==> config.mk <==
export PLATFORM = sky130hd
export DESIGN_NAME = pipe_hazard_ctrl
export DESIGN_NICKNAME = d
export VERILOG_FILES = /design/src/rtl/pipe_ctrl_pkg.sv /design/src/rtl/load_use_cmp.sv /design/src/rtl/pipe_hazard_ctrl.sv
export SDC_FILE = /design/constraint.sdc
export NUM_CORES = 1
export LEC_CHECK = 0
export ABC_AREA = 0
export CORE_MARGIN = 1
export CORE_UTILIZATION = 48
export DETAILED_ROUTE_END_ITERATION = 7
export GPL_TIMING_DRIVEN = 1
export PLACE_DENSITY = 0.8
export SETUP_SLACK_MARGIN = 0.1
export SYNTH_ARGS = -nofsm -noshare
export SYNTH_HDL_FRONTEND = slang
export SYNTH_SLANG_ARGS = --single-unit
==> constraint.sdc <==
create_clock -name clk -period 2.8 [get_ports clk]
set_input_delay 0.56 -clock clk [delete_from_list [all_inputs] [get_ports clk]]
set_output_delay 0.56 -clock clk [all_outputs]
set_load 0.05 [all_outputs]
==> src/rtl/pipe_ctrl_pkg.sv <==
// Shared types and constants for the pipeline stall/flush controller.
package pipe_ctrl_pkg;

    localparam int unsigned REG_W = 5;
    localparam logic [REG_W-1:0] REG_ZERO = REG_W'(0);

    typedef enum logic [1:0] {
        ST_RUN,
        ST_LDSTALL,
        ST_MEMWAIT
    } hz_state_e;

endpackage

==> src/rtl/load_use_cmp.sv <==
// Detects a load in EX whose destination feeds a live source operand of the ID instruction.
module load_use_cmp
    import pipe_ctrl_pkg::*;
(
    input  logic [REG_W-1:0] id_rs1,
    input  logic [REG_W-1:0] id_rs2,
    input  logic             id_use_rs1,
    input  logic             id_use_rs2,
    input  logic [REG_W-1:0] ex_rd,
    input  logic             ex_mem_read,
    output logic             hit
);

    logic rs1_match;
    logic rs2_match;

    assign rs1_match = id_use_rs1 && (id_rs1 == ex_rd);
    assign rs2_match = id_use_rs2 && (id_rs2 == ex_rd);
    assign hit       = ex_mem_read && (ex_rd != REG_ZERO) && (rs1_match || rs2_match);

endmodule

==> src/rtl/pipe_hazard_ctrl.sv <==
// Stall/flush controller: drives pipeline-bank enables and bubbles, tracks memory
// waits and keeps saturating stall and branch-flush statistics.
module pipe_hazard_ctrl
    import pipe_ctrl_pkg::*;
#(
    parameter int unsigned CNT_W = 32,
    parameter int unsigned FL_W  = 16
) (
    input  logic             clk,
    input  logic             rst,
    input  logic [4:0]       id_rs1,
    input  logic [4:0]       id_rs2,
    input  logic             id_use_rs1,
    input  logic             id_use_rs2,
    input  logic             ex_mem_read,
    input  logic [4:0]       ex_rd,
    input  logic             ex_branch_taken,
    input  logic             dmem_busy,
    input  logic             imem_busy,
    output logic             pc_en,
    output logic             ifid_en,
    output logic             idex_en,
    output logic             exmem_en,
    output logic             memwb_en,
    output logic             ifid_flush,
    output logic             idex_flush,
    output logic [CNT_W-1:0] stall_cnt,
    output logic [FL_W-1:0]  flush_cnt
);

    hz_state_e state;
    hz_state_e state_nx;
    logic      lu_hit;
    logic      branch_go;

    load_use_cmp u_load_use_cmp (
        .id_rs1      (id_rs1),
        .id_rs2      (id_rs2),
        .id_use_rs1  (id_use_rs1),
        .id_use_rs2  (id_use_rs2),
        .ex_rd       (ex_rd),
        .ex_mem_read (ex_mem_read),
        .hit         (lu_hit)
    );

    always_ff @(posedge clk) begin
        if (!rst) begin
            state <= ST_RUN;
        end else begin
            state <= state_nx;
        end
    end

    // Priority: memory freeze, taken branch, load-use bubble, fetch wait, run.
    always_comb begin
        state_nx   = ST_RUN;
        pc_en      = 1'b0;
        ifid_en    = 1'b0;
        idex_en    = 1'b0;
        exmem_en   = 1'b0;
        memwb_en   = 1'b0;
        ifid_flush = 1'b0;
        idex_flush = 1'b0;
        branch_go  = 1'b0;
        if (!rst) begin
            state_nx = ST_RUN;
        end else if (dmem_busy) begin
            state_nx = ST_MEMWAIT;
        end else if (ex_branch_taken) begin
            pc_en      = 1'b1;
            ifid_en    = 1'b1;
            idex_en    = 1'b1;
            exmem_en   = 1'b1;
            memwb_en   = 1'b1;
            ifid_flush = 1'b1;
            idex_flush = 1'b1;
            branch_go  = 1'b1;
        end else if (lu_hit && (state != ST_LDSTALL)) begin
            // EX holds the bubble next cycle, so the same hit is masked there.
            state_nx   = ST_LDSTALL;
            idex_en    = 1'b1;
            exmem_en   = 1'b1;
            memwb_en   = 1'b1;
            idex_flush = 1'b1;
        end else if (imem_busy) begin
            ifid_en    = 1'b1;
            idex_en    = 1'b1;
            exmem_en   = 1'b1;
            memwb_en   = 1'b1;
            ifid_flush = 1'b1;
        end else begin
            pc_en    = 1'b1;
            ifid_en  = 1'b1;
            idex_en  = 1'b1;
            exmem_en = 1'b1;
            memwb_en = 1'b1;
        end
    end

    // Saturating statistics; reset cycles are never counted.
    always_ff @(posedge clk) begin
        if (!rst) begin
            stall_cnt <= '0;
            flush_cnt <= '0;
        end else begin
            if (!pc_en && (stall_cnt != '1)) begin
                stall_cnt <= stall_cnt + CNT_W'(1);
            end
            if (branch_go && (flush_cnt != '1)) begin
                flush_cnt <= flush_cnt + FL_W'(1);
            end
        end
    end

endmodule

Word-level counts from Yosys, hierarchy flattened
Cells that the tools add are included.
{"block": "totals", "out_inout_bits": 55, "regBits": 50, "inputBits": 23, "elab_cells": 49}
{"block": "classes", "muxes": 26, "n_addsub": 2, "bitwise_logic": 1, "eq_ne": 5, "reduce_logical": 11}
{"cell": "adder 32 x 1 -> 32 bit, second input constant", "n": 1}
{"cell": "inequality test 32 bit, second input constant", "n": 1}
{"cell": "2-to-1 mux 1 bit", "n": 25}
{"cell": "adder 16 x 1 -> 16 bit, second input constant", "n": 1}
{"cell": "inequality test 16 bit, second input constant", "n": 1}
{"cell": "== test 5 bit", "n": 2}
{"cell": "logical AND 1 bit", "n": 7}
{"cell": "nonzero test 5 bit", "n": 1}
{"cell": "OR reduction 3 bit", "n": 1}
{"cell": "2-to-1 mux 2 bit", "n": 1}
{"cell": "inequality test 2 x 1 -> 1 bit, second input constant", "n": 1}
{"cell": "logical NOT 1 bit", "n": 1}
{"cell": "logical OR 1 bit", "n": 1}
{"cell": "NOT 1 bit", "n": 1}

Depth between registers and ports, before layout
Gate-level depths: netlist of the first run.
{"block": "logic_depth", "word_depth": 11, "depth_mapped": 8, "ltp_nobuf": 7}

Cells and area by module
From an unflattened synthesis of the first run, not the netlist that was laid out.
{"block": "hier_totals", "hier_cells": 329, "hier_area_um2": 2796.4}
{"mod": "pipe_hazard_ctrl", "n_inst": 1, "cells_per_inst": 312, "area_per_inst_um2": 2662.6}
{"mod": "load_use_cmp", "n_inst": 1, "cells_per_inst": 17, "area_per_inst_um2": 133.9}

Worst setup path after synthesis of the first run
Ideal clock, no wire load.
{"block": "synth_path", "path_type": "input to output", "startpoint": "in ex_rd[1]", "endpoint": "out ifid_flush", "slack_ps": 101, "required_ps": 2240, "path_stages": 5, "arrival_ps": 2139, "cell_sequence": "or4_4 o221ai_2 nand2b_1 a21oi_1 nor2_1"}
{"block": "synth_between", "elab_chain_cells": 9}
{"item": "start, declared", "line_no": "pipe_hazard_ctrl.sv:16", "text": "input logic [4:0] ex_rd,"}
{"item": "== test 5 bit (on tied branches)", "line_no": "load_use_cmp.sv:17, load_use_cmp.sv:18"}
{"item": "logical AND 1 bit (on tied branches)", "line_no": "load_use_cmp.sv:17, load_use_cmp.sv:18"}
{"item": "logical OR 1 bit", "line_no": "load_use_cmp.sv:19", "text": "assign hit = ex_mem_read && (ex_rd != REG_ZERO) && (rs1_match || rs2_match);"}
{"item": "logical AND 1 bit *", "line_no": "load_use_cmp.sv:19"}
{"item": "logical AND 1 bit *", "line_no": "pipe_hazard_ctrl.sv:78", "text": "end else if (lu_hit && (state != ST_LDSTALL)) begin"}
{"item": "2-to-1 mux 1 bit *", "line_no": "pipe_hazard_ctrl.sv:78"}
{"item": "2-to-1 mux 1 bit *", "line_no": "pipe_hazard_ctrl.sv:69", "text": "end else if (ex_branch_taken) begin"}
{"item": "2-to-1 mux 1 bit *", "line_no": "pipe_hazard_ctrl.sv:67", "text": "end else if (dmem_busy) begin"}
{"item": "2-to-1 mux 1 bit *", "line_no": "pipe_hazard_ctrl.sv:65", "text": "if (!rst) begin"}
{"item": "end, declared", "line_no": "pipe_hazard_ctrl.sv:25", "text": "output logic ifid_flush,"}
Every way passes the cells marked *; elsewhere a longest branch is shown, timed or not.

Worst setup path in the final report of the first run
{"block": "layout_path", "startpoint": "in ex_rd[1]", "endpoint": "out pc_en"}
{"block": "layout_between", "elab_chain_cells": 9}
{"item": "== test 5 bit (on tied branches)", "line_no": "load_use_cmp.sv:17, load_use_cmp.sv:18"}
{"item": "logical AND 1 bit (on tied branches)", "line_no": "load_use_cmp.sv:17, load_use_cmp.sv:18"}
{"item": "logical OR 1 bit", "line_no": "load_use_cmp.sv:19"}
{"item": "logical AND 1 bit *", "line_no": "load_use_cmp.sv:19"}
{"item": "logical AND 1 bit *", "line_no": "pipe_hazard_ctrl.sv:78"}
{"item": "2-to-1 mux 1 bit *", "line_no": "pipe_hazard_ctrl.sv:78"}
{"item": "2-to-1 mux 1 bit *", "line_no": "pipe_hazard_ctrl.sv:69"}
{"item": "2-to-1 mux 1 bit *", "line_no": "pipe_hazard_ctrl.sv:67"}
{"item": "2-to-1 mux 1 bit *", "line_no": "pipe_hazard_ctrl.sv:65"}
{"item": "end, declared", "line_no": "pipe_hazard_ctrl.sv:20", "text": "output logic pc_en,"}
Marks and branches as above.

==> qor.yml, run 1 <==
syn_nets: 345
rsz0062_at_grt: "no"
rr_startpoint: "stall_cnt[0]$_SDFFE_PN0P_"
cts.path.max_buffers: 2
r2r_end: "stall_cnt[30]$_SDFFE_PN0P_"
tightestPinTransition_ps: 602
grt.overflow.total: 0
ys.flop_type: "dfxtp_1"
nNetsFinal: 424
ant_nets: 0
holdBufCountCts: 0
fillerInstances: 467
fin_ws_ps: 146
p_leak_nw: 1.32
wl_per_cell_um: 15.0
hold_path.startpoint: "stall_cnt[27]$_SDFFE_PN0P_"
core_area_um2: 5510
htree_levels: 2
fmax_ghz: 0.377
outcome: "completed"
start_util_pct: 49.6
io_pins: 78
place_congestion: 0.835
post-route-min-period_ps: 2650
worstHoldEndpoint: "stall_cnt[27]$_SDFFE_PN0P_"
ys_seq_area_share_pct: 36.6
final_common_cell: "clkdlybuf4s50_1"
die_w_um: 77.5
synth_edf_count: 0
place_ws_ps: -196
grt_pass1_vias: 2429
cts_buffers: 5
synth_area_um2: 2730
synth-seq-cells: 50
p_total_mw: 1.36
yosysWarnings: 0
insertion_delay_ps: 300
powerDensity_nw_per_um2: 352
relSlewSlack_pct: 59.8
clk_transition_reported_paths_ps: 90
arrival_ps: 2090
min_path_cells: 2
async_reset_ff_share_pct: 0
avgSynthCellArea_um2: 8.54
hold_path.class: "reg2reg"
setup_tns_ps: 0
portBuffers: 77
final_util_pct: 70.2
syn_to_final_growth_pct: 41.5
crit_start: "ex_rd[1]"
die_area_um2: 6000
dr.pass1.iters: 4
drv_cap: 0
crit_type: "in2out"
ctsRootBufferMaster: "clkbuf_8"
rrSetupSlack_ps: 630
regArea_um2: 1000
grt_max_degree: 40
finalWirelength_mm: 7.10
post-route-period-util_pct: 94.8
vdd_drop_max_mv: 0.237
setup_viol: 0
multiInputGateArea_um2: 1640
worst-endpoint-required_ps: 2240
die_h_um: 77.5
finalHoldViolations: 0
cp-start-kind: "primary input"
cp-end-kind: "output pin"
grt_usage_pct: 23.0
cts_tree: "built"
antenna_cells: 0
grt_pass1_wl_mm: 11.1
cts_num_sinks: 50
rows: 27
path_max_fanout: 2
antenna_found_initial: 0
hpwl_mm: 4.80
worstRegToRegCells: 7
slew_viol_final: 0
skew_ps: 4.97
dr_total_vias: 2766
drt_iter0_markers: 131
drive_gt1_share_pct: 13.8
routed_via_density: 5.86
drc: 0
ys_types: 39
syn_inst: 320
mostFrequentLayoutCells: "clkdlybuf4s50_1, dfxtp_1, nand2_1"
flip-flops by register name, indices dropped and copies added (netlist names):
name	cells
stall_cnt	32
state	2
flush_cnt	16
cell families after synthesis:
logic type,after synthesis,synth area share (%)
multiplexers,7,2.56
AND/OR/NAND/NOR,150,31.8
flip-flops,50,36.6
XOR/XNOR,25,8.01
AO/OA/AOI/OAI,59,14.3
buffers and inverters,27,5.77
adder cells (fa/ha/maj),2,0.916
layout make-up:
| type | count | share of cell area [%] |
|---|---|---|
| inverter | 6 | 0.582 |
| clock inverter | 1 | 0.129 |
| tap | 72 | 2.33 |
| clock buffer | 7 | 2.23 |
| multi-input combinational | 243 | 42.4 |
| timing repair buffer | 93 | 26.4 |
| sequential | 50 | 25.9 |
timing repair:
action	in CTS	in global routing
setup buffers	1	0
gates cloned	0	1
pin swaps	3	12
resized for setup	8	30
endpoints found under the setup margin	4	23
cells in the mapped netlist (2+ instances only):
cell      number  area [um^2]
or4_1         17          128
xor2_1        11         96.3
nand4_1       20          125
mux2i_1        7         70.1
or3_1          7         43.8
and3_1         7         43.8
ha_1           2         25.0
o21ai_1        8         40.0
buf_4          2         15.0
nor3_1         2         10.0
nor3_2         5         50.1
buf_2          2         10.0
and2_1         5         31.3
dfxtp_1       50         1000
a21oi_1       27          135
o31ai_1       16          120
nand2_1       26         97.6
clkbuf_1      12         45.0
and4_1         7         61.3
nor4_1         4         25.0
nand3_1       16         80.1
buf_6          4         45.0
inv_1          6         22.5
nor2_1        19         71.3
nand2b_1      11         68.8
xnor2_1       14          123
stage by stage:
stage | std cells | hold WS, ps | cell area, um^2
floorplan | 320 | 639 | 2730
global placement | 462 | 466 | 3650
detailed placement | 462 | 471 | 3650
CTS | 471 | 485 | 3750
global route | 472 | 523 | 3870
finish | 472 | 479 | 3870
worst max-delay path by stage:
stage	end	slack [ps]	depth (start not counted)
floorplan	ifid_flush	100	5
global placement	pc_en	-170	7
detailed placement	pc_en	-200	7
CTS	stall_cnt[17]$_SDFFE_PN0P_	90	11
global route	ifid_flush	80	7
finish	pc_en	150	7
worst max-delay path, stage by stage:
cell and delay (ps):
clkdlybuf4s15_1 200, or4_4 500, o221ai_4 210, nor2_4 60, a221oi_4 290, buf_12 150, buf_12 120
power by group:
group	internal, mW	leakage, nW	switching, mW
clock network	0.200	0.0482	0.233
registers	0.716	0.403	0.00716
logic	0.0974	0.866	0.110
total	1.01	1.32	0.350
routing by layer:
layer	vias up	share of wire, %	GRT usage (%)
met4	0	1.1	9.62
met5	-	0	0
met3	5	5.2	5.53
met2	80	47	36.5
met1	1334	47	29.6
li1	1347	-	-
(Power assumes the default switching activity.)
==> run 2: changes to the inputs <==
CORE_UTILIZATION = 50   (was 48)
CTS_CLUSTER_DIAMETER = 150   (was unset)
PLACE_DENSITY = 0.83   (was 0.8)
clock period = 3.1 ns   (was 2.8 ns; I/O delays follow)
==> qor.yml, run 2 (synthesis results as in run 1) <==
grt_pass1_vias: 2566
place_congestion: 0.843
ctsRootBufferMaster: "clkbuf_8"
insertion_delay_ps: 300
routed_via_density: 5.79
hpwl_mm: 4.72
dr_total_vias: 2714
powerDensity_nw_per_um2: 324
die_h_um: 75.9
slew_viol_final: 0
finalWirelength_mm: 6.80
nNetsFinal: 423
grtUsageMet2_pct: 41.0
worst-endpoint-required_ps: 2480
clk_transition_reported_paths_ps: 90
antenna_cells: 0
top_regs: "stall_cnt: 32 flops, flush_cnt: 16 flops, state: 2 flops"
place_area_um2: 3630
holdBufCountCts: 0
tightestPinTransition_ps: 691
drive_gt1_share_pct: 10.8
antenna_found_initial: 0
grt_usage_pct: 24.1
cpMaxStageDelayCell: "or4_4"
fin_ws_ps: 229
min_path_cells: 2
die_w_um: 75.9
mostFrequentLayoutCells: "clkdlybuf4s50_1, dfxtp_1, a21oi_1"
worstRegToRegCells: 6
place_ws_ps: -24.7
die_area_um2: 5760
post-route-min-period_ps: 2870
crit_chain: "dlygate4sd2_1, or4_4, o221ai_4, nor2_4, a221oi_4, buf_12"
p_leak_nw: 1.26
grt_max_degree: 40
setup_viol: 0
fin_area_um2: 3760
drc: 0
cp-end-kind: "output pin"
drv_cap: 0
htree_levels: 2
cts_tree: "built"
wl_per_cell_um: 14.5
skew_ps: 1.89
fmax_ghz: 0.348
largest_register_ffs: 32
use_met1_pct: 30.2
cts.path.max_buffers: 2
crit_type: "in2out"
p_total_mw: 1.22
grt_pass1_wl_mm: 11.6
cts_num_sinks: 50
rsz0062_at_grt: "no"
ant_nets: 0
post-route-period-util_pct: 92.6
final_util_pct: 72.8
setup_tns_ps: 0
critPathMaxStageDelay_ps: 550
outcome: "completed"
grt_util_met3_pct: 5.54
io_pins: 78
path_max_fanout: 2
relSlewSlack_pct: 53.9
start_util_pct: 52.8
drt_iter0_markers: 124
core_area_um2: 5170
syn_to_final_growth_pct: 37.8
rows: 26
cts_buffers: 5
vdd_drop_max_mv: 0.211
arrival_ps: 2250
dr.pass1.iters: 4
busiest_layer: "met2"
hold_path.class: "reg2reg"
final_common_cell: "clkdlybuf4s50_1"
portBuffers: 77
cp-start-kind: "primary input"
regMostFlops: "stall_cnt"
grt.overflow.total: 0
fillerInstances: 405
finalHoldViolations: 0
## run 2: changes by cell type in the layout (fill, tap and decap cells not counted), sizes merged
cell,previous run,this run
clkbuf,11,7
clkdlybuf4s50,61,66
dlymetal6s2s,5,2
clkdlybuf4s15,1,0
dlygate4sd2,0,2
## run 2: path summary, 6_finish.rpt
kind | start | to | slack, ps
hold reg to reg | stall_cnt[27]$_SDFFE_PN0P_ | stall_cnt[27]$_SDFFE_PN0P_ | 490
setup reg to reg | stall_cnt[5]$_SDFFE_PN0P_ | stall_cnt[29]$_SDFFE_PN0P_ | 680
hold / removal | stall_cnt[27]$_SDFFE_PN0P_ | stall_cnt[27]$_SDFFE_PN0P_ | 490
setup / recovery | ex_rd[2] | pc_en | 230
## run 2: final cells by class
class	count	area, um^2	share of cell area, %
inverter	6	22.5	0.598
timing repair buffer	92	956	25.4
tap	70	87.6	2.33
clock buffer	7	86.3	2.29
sequential	50	1000	26.6
multi-input combinational	243	1610	42.7
clock inverter	1	5.00	0.133
## run 2: per-layer routing
metal	vias to the layer above	wire [um]
met5	-	0
met4	0	119
met3	8	367
met2	86	3090
met1	1292	3230
li1	1328	-
## run 2: through the flow
step                      hold WS, ps  instances
after global placement            465        460
final                             493        469
after CTS                         495        469
after global routing              528        469
after floorplan                   685        320
after detailed placement          484        460
## run 2: repair_timing
action / CTS / global route
pin swaps: 4 / 5
gates resized for setup: 5 / 4
setup buffers: 1 / 0
endpoints found under the setup margin: 2 / 20
## run 2: where the power goes
part / total [mW] / internal (mW) / leakage, nW / switching (mW)
registers: 0.653 / 0.647 / 0.403 / 0.00616
clock network: 0.390 / 0.180 / 0.0482 / 0.210
logic: 0.178 / 0.0831 / 0.811 / 0.0948
total: 1.22 / 0.910 / 1.26 / 0.310
## run 2: critical path, delay by kind of cell
kind / cells / cell delay, ps
compound gates: 2 / 590
buf+inv: 2 / 440
simple gates: 2 / 610
==> run 3: changes to the inputs <==
MAX_ROUTING_LAYER = met4   (was unset)
==> qor.yml, run 3 (synthesis results as in run 1) <==
outcome: "completed"
vdd_drop_max_mv: 0.210
cts.path.max_buffers: 2
cts_tree: "built"
slew_viol_final: 0
drc: 0
grt_usage_pct: 24.8
nNetsFinal: 423
critPathMaxStageDelay_ps: 550
antenna_cells: 0
hold_path.class: "reg2reg"
crit_family: "simple AND/OR/NAND/NOR gates"
dr_total_vias: 2711
relSlewSlack_pct: 54.3
grt.overflow.total: 0
powerDensity_nw_per_um2: 324
portBuffers: 77
wl_per_cell_um: 14.4
clkPwrFrac_pct: 31.9
io_pins: 78
p_sw_share_pct: 25.3
largest_register_ffs: 32
clk_transition_reported_paths_ps: 90
place_congestion: 0.856
holdBufCountCts: 0
core_area_um2: 5170
top_regs: "stall_cnt: 32 flops, flush_cnt: 16 flops, state: 2 flops"
post-route-period-util_pct: 92.6
rows: 26
hpwl_mm: 4.72
crit_type: "in2out"
skew_ps: 2.09
p_leak_nw: 1.26
cts_num_sinks: 50
p_total_mw: 1.22
start_util_pct: 52.8
die_h_um: 75.9
antenna_found_initial: 0
finalHoldViolations: 0
cts_buffers: 5
path_max_fanout: 2
post-route-min-period_ps: 2870
grt_pass1_wl_mm: 11.6
seq_power_share_pct: 53.6
path_buf_inv: 2
fmax_ghz: 0.348
mostFrequentLayoutCells: "clkdlybuf4s50_1, dfxtp_1, a21oi_1"
htree_levels: 2
drv_cap: 0
syn_to_final_growth_pct: 37.8
worst-endpoint-required_ps: 2480
dr.pass1.iters: 4
cp-end-kind: "output pin"
p_sw_mw: 0.309
cp-start-kind: "primary input"
regMostFlops: "stall_cnt"
die_w_um: 75.9
routed_via_density: 5.78
whs_ps: 493
arrival_ps: 2250
rsz0062_at_grt: "no"
combPwrFrac_pct: 14.6
drt_iter0_markers: 124
ctsRootBufferMaster: "clkbuf_8"
finalWirelength_mm: 6.76
setup_viol: 0
ant_nets: 0
drive_gt1_share_pct: 10.8
cpMaxStageDelayCell: "or4_4"
grt_pass1_vias: 2565
crit_chain: "dlygate4sd2_1, or4_4, o221ai_4, nor2_4, a221oi_4, buf_12"
final_common_cell: "clkdlybuf4s50_1"
die_area_um2: 5760
grt_max_degree: 40
internal_power_mw: 0.910
insertion_delay_ps: 300
tightestPinTransition_ps: 684
-- run 3: cell counts in the layout (fill, tap and decap cells not counted) --
No cell type changed its count.
-- run 3: power by group through the flow --
| stage | sequential [mW] | combinational [mW] | clock [mW] |
|---|---|---|---|
| after floorplan | 0.682 | 0.0812 | 0 |
| after global placement | 0.668 | 0.170 | 0 |
| after detailed placement | 0.668 | 0.172 | 0 |
| after CTS | 0.653 | 0.177 | 0.396 |
| after global routing | 0.654 | 0.189 | 0.419 |
| final | 0.653 | 0.178 | 0.389 |
-- run 3: layout make-up --
cell class	count	area [um^2]
Clock buffer	7	86.3
Fill cell	405	1410
Sequential cell	50	1000
Multi-Input combinational cell	243	1610
Clock inverter	1	5.00
Inverter	6	22.5
Timing Repair Buffer	92	956
Tap cell	70	87.6
-- run 3: timing repair --
item / 4_1_cts / 5_1_grt
pin swaps: 4 / 5
setup endpoints to repair: 2 / 20
gates resized for setup: 5 / 4
buffers inserted: 1 / 0
-- run 3: final timing paths --
| kind | end | slack, ps | cells after the start | start |
|---|---|---|---|---|
| worst max-delay path | pc_en | 230 | 6 | ex_rd[2] |
| worst min-delay path | stall_cnt[27]$_SDFFE_PN0P_ | 490 | 2 | stall_cnt[27]$_SDFFE_PN0P_ |
| worst max register to register | stall_cnt[29]$_SDFFE_PN0P_ | 680 | 6 | stall_cnt[5]$_SDFFE_PN0P_ |
| worst min register to register | stall_cnt[27]$_SDFFE_PN0P_ | 490 | 2 | stall_cnt[27]$_SDFFE_PN0P_ |
-- run 3: tightest hold or removal path, stage by stage (launching register included) --
cell     delay, ps
dfxtp_1        340
nand2_1         60
mux2i_1         50
-- run 3: metal layers --
metal / track usage, % / up-vias / wire, um
met5: - / - / 0
met4: 7.69 / 0 / 119
met3: 5.42 / 8 / 397
met2: 41.0 / 92 / 3080
met1: 30.2 / 1280 / 3160
li1: - / 1331 / -
-- run 3: through the flow --
step / area [um^2] / TNS, ps / util [%] / cells / worst slack (ps)
global placement: 3630 / 0 / 70.2 / 460 / 15.3
floorplan: 2730 / 0 / - / 320 / 281
finish: 3760 / 0 / 72.8 / 469 / 229
detailed placement: 3630 / -24.7 / 70.2 / 460 / -24.7
global route: 3760 / 0 / 72.8 / 469 / 131
CTS: 3750 / 0 / 72.5 / 469 / 105
